**config.mk**
```make
export PLATFORM = sky130hd
export DESIGN_NAME = keypad_scanner
export DESIGN_NICKNAME = d
export VERILOG_FILES = /design/src/rtl/keypad_pkg.sv /design/src/rtl/key_event_fifo.sv /design/src/rtl/keypad_scanner.sv
export SDC_FILE = /design/constraint.sdc
export NUM_CORES = 1
export LEC_CHECK = 0
export BUFFER_PORTS_ARGS = -buffer_cell sky130_fd_sc_hd__buf_2
export CORE_ASPECT_RATIO = 0.9
export CORE_UTILIZATION = 55
export CTS_BUF_LIST = sky130_fd_sc_hd__clkbuf_16
export DETAILED_ROUTE_END_ITERATION = 6
export GPL_TIMING_DRIVEN = 0
export PLACE_DENSITY = 0.75
export SETUP_SLACK_MARGIN = 0.2
export SLEW_MARGIN = 20
export SYNTH_ARGS = -nofsm -noshare
export SYNTH_HDL_FRONTEND = slang
export SYNTH_SLANG_ARGS = --single-unit
```
**constraint.sdc**
```tcl
create_clock -name clock -period 4.1 [get_ports clock]
set_input_delay 0.82 -clock clock [delete_from_list [all_inputs] [get_ports clock]]
set_output_delay 0.82 -clock clock [all_outputs]
set_load 0.01 [all_outputs]
```
**src/rtl/keypad_pkg.sv**
```systemverilog
// Shared helpers for the keypad scanner: event field layout,
// width helper and the elaboration-time parameter check.
`define KP_CHECK(label, cond) \
    if (!(cond)) begin : label \
        $error("keypad_scanner: illegal parameter value"); \
    end

package keypad_pkg;

    localparam int KEY_LSB = 0;

    function automatic int clog2(input int n);
        int r;
        r = 0;
        while ((1 << r) < n) r++;
        return r;
    endfunction

    function automatic int press_bit(input int key_w);
        return key_w + 1;
    endfunction

    function automatic int alt_bit(input int key_w);
        return key_w;
    endfunction

endpackage

```
**src/rtl/key_event_fifo.sv**
```systemverilog
// First-word fall-through event queue; a push into a full queue
// without a same-cycle pop is dropped and flagged for one cycle.
module key_event_fifo
    import keypad_pkg::*;
#(
    parameter int WIDTH = 6,
    parameter int DEPTH = 4
) (
    input  logic             clk_i,
    input  logic             rst_i,
    input  logic             push_i,
    input  logic [WIDTH-1:0] data_i,
    input  logic             pop_i,
    output logic [WIDTH-1:0] data_o,
    output logic             valid_o,
    output logic             overflow_o
);

    localparam int AW = clog2(DEPTH);

    `KP_CHECK(g_chk_depth, DEPTH >= 2 && (DEPTH & (DEPTH - 1)) == 0)

    logic [WIDTH-1:0] mem_q [DEPTH];
    logic [AW-1:0]    wptr_q, wptr_d;
    logic [AW-1:0]    rptr_q, rptr_d;
    logic [AW:0]      cnt_q, cnt_d;
    logic             ovf_q, ovf_d;
    logic             empty, full, do_pop, do_push;

    always_comb begin
        empty   = (cnt_q == '0);
        full    = (cnt_q == (AW+1)'(DEPTH));
        do_pop  = pop_i && !empty;
        do_push = push_i && (!full || do_pop);
        ovf_d   = push_i && full && !do_pop;
        wptr_d  = do_push ? wptr_q + AW'(1) : wptr_q;
        rptr_d  = do_pop ? rptr_q + AW'(1) : rptr_q;
        cnt_d   = cnt_q;
        unique case ({do_push, do_pop})
            2'b10:   cnt_d = cnt_q + (AW+1)'(1);
            2'b01:   cnt_d = cnt_q - (AW+1)'(1);
            default: cnt_d = cnt_q;
        endcase
    end

    always_ff @(posedge clk_i) begin
        if (do_push) mem_q[wptr_q] <= data_i;
    end

    always_ff @(posedge clk_i) begin
        if (rst_i) begin
            wptr_q <= '0;
            rptr_q <= '0;
            cnt_q  <= '0;
            ovf_q  <= 1'b0;
        end else begin
            wptr_q <= wptr_d;
            rptr_q <= rptr_d;
            cnt_q  <= cnt_d;
            ovf_q  <= ovf_d;
        end
    end

    assign valid_o    = !empty;
    assign data_o     = mem_q[rptr_q];
    assign overflow_o = ovf_q;

endmodule

```
**src/rtl/keypad_scanner.sv**
```systemverilog
// Column-scanned matrix keypad with per-key debounce, one-shot alt
// modifier and a press/release event queue.
module keypad_scanner
    import keypad_pkg::*;
#(
    parameter int ROWS       = 4,
    parameter int COLS       = 4,
    parameter int SCAN_DIV   = 512,
    parameter int DEBOUNCE   = 4,
    parameter int FIFO_DEPTH = 4,
    localparam int KEY_W     = clog2(ROWS * COLS)
) (
    input  logic             clock,
    input  logic             reset,
    input  logic [ROWS-1:0]  rows,
    output logic [COLS-1:0]  columns,
    input  logic             alt_key,
    output logic             alt_led,
    output logic             ev_valid,
    input  logic             ev_ready,
    output logic [KEY_W+1:0] ev_data,
    output logic             ev_overflow
);

    localparam int NK    = ROWS * COLS;
    localparam int EW    = KEY_W + 2;
    localparam int DVW   = clog2(SCAN_DIV);
    localparam int CW    = clog2(COLS);
    localparam int RW    = (ROWS > 1) ? clog2(ROWS) : 1;
    localparam int CNTW  = clog2(DEBOUNCE + 1);
    localparam int P_BIT = press_bit(KEY_W);
    localparam int A_BIT = alt_bit(KEY_W);

    `KP_CHECK(g_chk_rows, ROWS >= 1)
    `KP_CHECK(g_chk_cols, COLS >= 2)
    `KP_CHECK(g_chk_div, SCAN_DIV >= ROWS + 2)
    `KP_CHECK(g_chk_deb, DEBOUNCE >= 1)

    logic [ROWS-1:0] rows_s1_q, rows_s2_q;
    logic            alt_s1_q, alt_s2_q, alt_prev_q;
    logic [DVW-1:0]  div_q, div_d;
    logic [CW-1:0]   col_q, col_d, pcol_q, pcol_d;
    logic [ROWS-1:0] samp_q, samp_d;
    logic            primed_q, primed_d;
    logic            alt_armed_q, alt_armed_d;
    logic [NK-1:0]   stable_q;
    logic [CNTW-1:0] cnt_q [NK];

    logic            last, proc_en, samp_bit, differ, fire, alt_edge;
    logic [RW-1:0]   row;
    logic [KEY_W-1:0] key;
    logic [CNTW-1:0] cur_cnt;
    logic [EW-1:0]   push_data;
    int              key_int;

    always_comb begin
        last     = (div_q == DVW'(SCAN_DIV - 1));
        div_d    = div_q + DVW'(1);
        col_d    = col_q;
        pcol_d   = pcol_q;
        samp_d   = samp_q;
        primed_d = primed_q;
        if (last) begin
            div_d    = '0;
            col_d    = (col_q == CW'(COLS - 1)) ? '0 : col_q + CW'(1);
            pcol_d   = col_q;
            samp_d   = ~rows_s2_q;
            primed_d = 1'b1;
        end
    end

    // The first ROWS cycles of each dwell evaluate the previous column.
    always_comb begin
        proc_en  = primed_q && (div_q < DVW'(ROWS));
        row      = RW'(div_q);
        key_int  = int'(pcol_q) * ROWS + int'(row);
        key      = KEY_W'(key_int);
        samp_bit = samp_q[row];
        cur_cnt  = cnt_q[key];
        differ   = (samp_bit != stable_q[key]);
        fire     = proc_en && differ && (cur_cnt == CNTW'(DEBOUNCE - 1));
        alt_edge = alt_s2_q && !alt_prev_q;
        push_data = '0;
        push_data[P_BIT] = samp_bit;
        push_data[A_BIT] = alt_armed_q;
        push_data[KEY_LSB +: KEY_W] = key;
    end

    // A press consumes the modifier; that clear overrides a coincident edge.
    always_comb begin
        alt_armed_d = alt_armed_q;
        if (fire && samp_bit) alt_armed_d = 1'b0;
        else if (alt_edge)    alt_armed_d = !alt_armed_q;
    end

    always_ff @(posedge clock) begin
        if (reset) begin
            rows_s1_q   <= '1;
            rows_s2_q   <= '1;
            alt_s1_q    <= 1'b0;
            alt_s2_q    <= 1'b0;
            alt_prev_q  <= 1'b0;
            div_q       <= '0;
            col_q       <= '0;
            pcol_q      <= '0;
            samp_q      <= '0;
            primed_q    <= 1'b0;
            alt_armed_q <= 1'b0;
        end else begin
            rows_s1_q   <= rows;
            rows_s2_q   <= rows_s1_q;
            alt_s1_q    <= alt_key;
            alt_s2_q    <= alt_s1_q;
            alt_prev_q  <= alt_s2_q;
            div_q       <= div_d;
            col_q       <= col_d;
            pcol_q      <= pcol_d;
            samp_q      <= samp_d;
            primed_q    <= primed_d;
            alt_armed_q <= alt_armed_d;
        end
    end

    always_ff @(posedge clock) begin
        if (reset) begin
            stable_q <= '0;
            for (int i = 0; i < NK; i++) cnt_q[i] <= '0;
        end else if (proc_en) begin
            if (!differ) begin
                cnt_q[key] <= '0;
            end else if (fire) begin
                stable_q[key] <= samp_bit;
                cnt_q[key]    <= '0;
            end else begin
                cnt_q[key] <= cur_cnt + CNTW'(1);
            end
        end
    end

    key_event_fifo #(
        .WIDTH (EW),
        .DEPTH (FIFO_DEPTH)
    ) u_fifo (
        .clk_i      (clock),
        .rst_i      (reset),
        .push_i     (fire),
        .data_i     (push_data),
        .pop_i      (ev_ready),
        .data_o     (ev_data),
        .valid_o    (ev_valid),
        .overflow_o (ev_overflow)
    );

    assign columns = ~(COLS'(1) << col_q);
    assign alt_led = !alt_armed_q;

endmodule

```
==> summary.txt <==
Clocking
  – Post-CTS setup buffers: 0
  – Max Buffers Root-to-Sink: 2
  – CTS Sinks: 128
  – Hold buffers post-CTS: 0
  – Clk_lat worst skew: 0.42 ns
  – TritonCTS clock tree: done
  – Clk root buf: clkbuf_16
  – TritonCTS Buffers: 17
  – H-tree levels: 4
  – Worst-path clk slew: 0.06 ns

Place
  – Port bufs: 20
  – GPL Wtd Cong: 0.820
  – Final HPWL DP: 8.59 mm
  – Dpl cells: 601
  – Dpl ws: -0.440 ns
  – Dpl cell area: 5950 um^2

Floorplan
  – Core Box Area: 9870 um^2
  – Die ar.: 10800 um^2
  – Starting density of the core: 0.576
  – DIE WIDTH: 109 um
  – I/O pin cnt: 21
  – Num rows: 34
  – Die H: 98.5 um

Setup path
  – Crit-path cells: buf_2 > buf_4 > mux4_2 > mux4_2 > ha_1 > ha_1 > and3_1 > a21oi_2 > fa_1 > mux2i_1 > mux2_1
  – Worst Path Arrival: 4.09 ns
  – WP buf/inv: 2
  – CP Capture Type: flip-flop
  – Crit Path Max Fanout: 10
  – Worst EP required: 4.39 ns
  – Setup Crit Path Kind: reg -> reg
  – CP max stage delay: 0.49 ns
  – CP max stage cell: dfxtp_1
  – Crit-path leading delay family: multiplexers
  – Setup crit start kind: flip-flop

Routing
  – Via Count: 3796
  – Drt first pass iters: 5
  – Residual DRC: 0
  – Post-Route WL: 12.2 mm
  – Vias per inst: 6.00
  – Final ANT Viol Nets: 0
  – Iter 0 DRT Violations: 278
  – Drt wl/cell: 19.2 um

Finish
  – NumNets Final: 518
  – Layout cells sized above 1: 0.199
  – ANT cells: 0
  – Post-Layout Cell Count: 633
  – Syn-to-layout area delta: 15.2%
  – Fill cells: 735
  – Post-route cell area: 6550 um^2

Logic synthesis
  – Yosys warns: 0
  – Synth top area cells: edfxtp_1 38%, dfxtp_1 20%, mux4_2 7.9%, nor2_1 5.5%, ha_1 3.3%
  – Syn nets: 479
  – Most used DFF post-synth: edfxtp_1
  – Sequential-to-total area share from yosys stat: 0.577
  – Synth async-reset ratio: 0
  – Post-synth EDFFs: 72
  – Top-area cell type share of the netlist area: 0.380
  – Avg Synthesized Cell Area: 12.5 um^2
  – Gate Count Post-Synth: 455
  – Post-synthesis cell area: 5690 um^2
  – Synth area leader: edfxtp_1
  – #FFs+latches synth: 128
  – Netlist cell types: 43

STA
  – Setup WS post-layout: 0.310 ns
  – Fmax: 264 MHz
  – Fin crit share: 0.924
  – Final setup vio count: 0
  – Fin Clk Skew: 0.00965 ns
  – RSZ-0062 raised after global routing: false
  – Slew Viols, Final: 0
  – Hold violation count in the final report: 0
  – Worst-Margin Slew: 0.844 ns
  – Slew margin rel.: 0.433
  – Period minus WS final: 3.79 ns

Job
  – Max-Cap Viols: 0

Power and ir drop
  – Max VDD drop: 0.000274 V
  – Leakage: 2.28 nW
  – Pwr/cell area: 471 nW/um^2

Global routing
  – Largest net degree at the start of global routing: 17
  – GRT Resource Usage Total: 0.250
  – Vias in the first global route: 3804
  – First-pass GRT wire length: 19.6 mm
  – Grt ovf: 0
  – Initial antenna violation count: 0

Run status
  – Outcome: complete, no violations

Hold path
  – Hold Path Class: reg -> reg
## path summary, 6_finish.rpt
check	start	end	slack [ns]	cells past startpoint
max	div_q[1]	u_fifo.cnt_q[2]	0.31	11
min	rows_s2_q[0]	samp_q[0]	0.41	1
max reg2reg	div_q[1]	u_fifo.cnt_q[2]	0.31	11
min reg2reg	rows_s2_q[0]	samp_q[0]	0.41	1
## where the power goes
group	leakage, nW	switching (mW)	internal, mW	total, mW
registers	1.17	0.0258	1.39	1.42
logic	0.819	0.124	0.109	0.233
clock network	0.290	0.581	0.855	1.44
## cell usage after synthesis, types with 9 or more instances
| cell type | number |
|---|---|
| mux4_2 | 20 |
| edfxtp_1 | 72 |
| nor3_1 | 11 |
| or2_2 | 9 |
| nand3_1 | 15 |
| inv_1 | 15 |
| nand2_1 | 16 |
| nor2_1 | 84 |
| ha_1 | 15 |
| clkbuf_1 | 16 |
| o21bai_1 | 12 |
| mux2i_1 | 14 |
| dfxtp_1 | 56 |
## what timing repair did
| item | CTS | global route |
|---|---|---|
| gates resized for setup | 7 | 2 |
| endpoints found under the setup margin | 87 | 1 |
| cloned | 0 | 0 |
## metrics by stage
stage	hold WS, ns	TNS, ns	utilization	power [mW]
after floorplan	0.389	0	-	1.60
after global placement	0.391	-1.30	0.603	1.66
after detailed placement	0.394	-5.14	0.603	1.67
after CTS	0.408	0	0.662	3.10
after global routing	0.416	0	0.664	3.18
final	0.406	0	0.664	3.08
## flip-flops by register name (all words and copies together) (netlist names), 3 cells and up, named ones only
| signal | flops |
|---|---|
| u_fifo.cnt_q | 3 |
| u_fifo.mem_q | 24 |
| div_q | 9 |
| samp_q | 4 |
| rows_s1_q | 4 |
| stable_q | 16 |
| rows_s2_q | 4 |
| cnt_q | 48 |
## cell families (layout without fill, tap and decap cells)
kind of cell             after synthesis  after routing  share of synthesized area
AO/OA/AOI/OAI                         42             42                     0.0523
XOR/XNOR                              12             12                     0.0211
AND/OR/NAND/NOR                      171            171                      0.142
multiplexers                          42             42                      0.138
flip-flops                           128            128                      0.577
adder cells (fa/ha/maj)               16             16                     0.0365
buffers and inverters                 44             96                     0.0325
## routing by layer
layer / GRT usage / part of all wire / up-vias / wire length, um
li1: - / - / 1738 / -
met1: 0.328 / 0.42 / 1863 / 5070
met2: 0.403 / 0.49 / 161 / 5950
met3: 0.0569 / 0.069 / 34 / 839
met4: 0.103 / 0.027 / 0 / 329
met5: 0 / 0 / - / 0
## cell usage in the layout, fill, tap and decap left out, types with 16 or more instances in the layout
cell type | Yosys | final
edfxtp_1 | 72 | 72
mux4_2 | 20 | 20
nor2_1 | 84 | 84
clkbuf_16 | 0 | 19
nand2_1 | 16 | 16
dfxtp_1 | 56 | 55
buf_2 | 4 | 25
inv_1 | 15 | 16
## cell type report
type,instances,area [um^2],area share
buffer,29,141,0.0216
multi-input combinational,283,2240,0.341
inverter,15,56.3,0.00859
timing repair buffer,20,100,0.0153
clock buffer,19,475,0.0725
sequential,128,3280,0.501
tap,126,158,0.0241
clock inverter,13,101,0.0155
(Power assumes the default switching activity.)
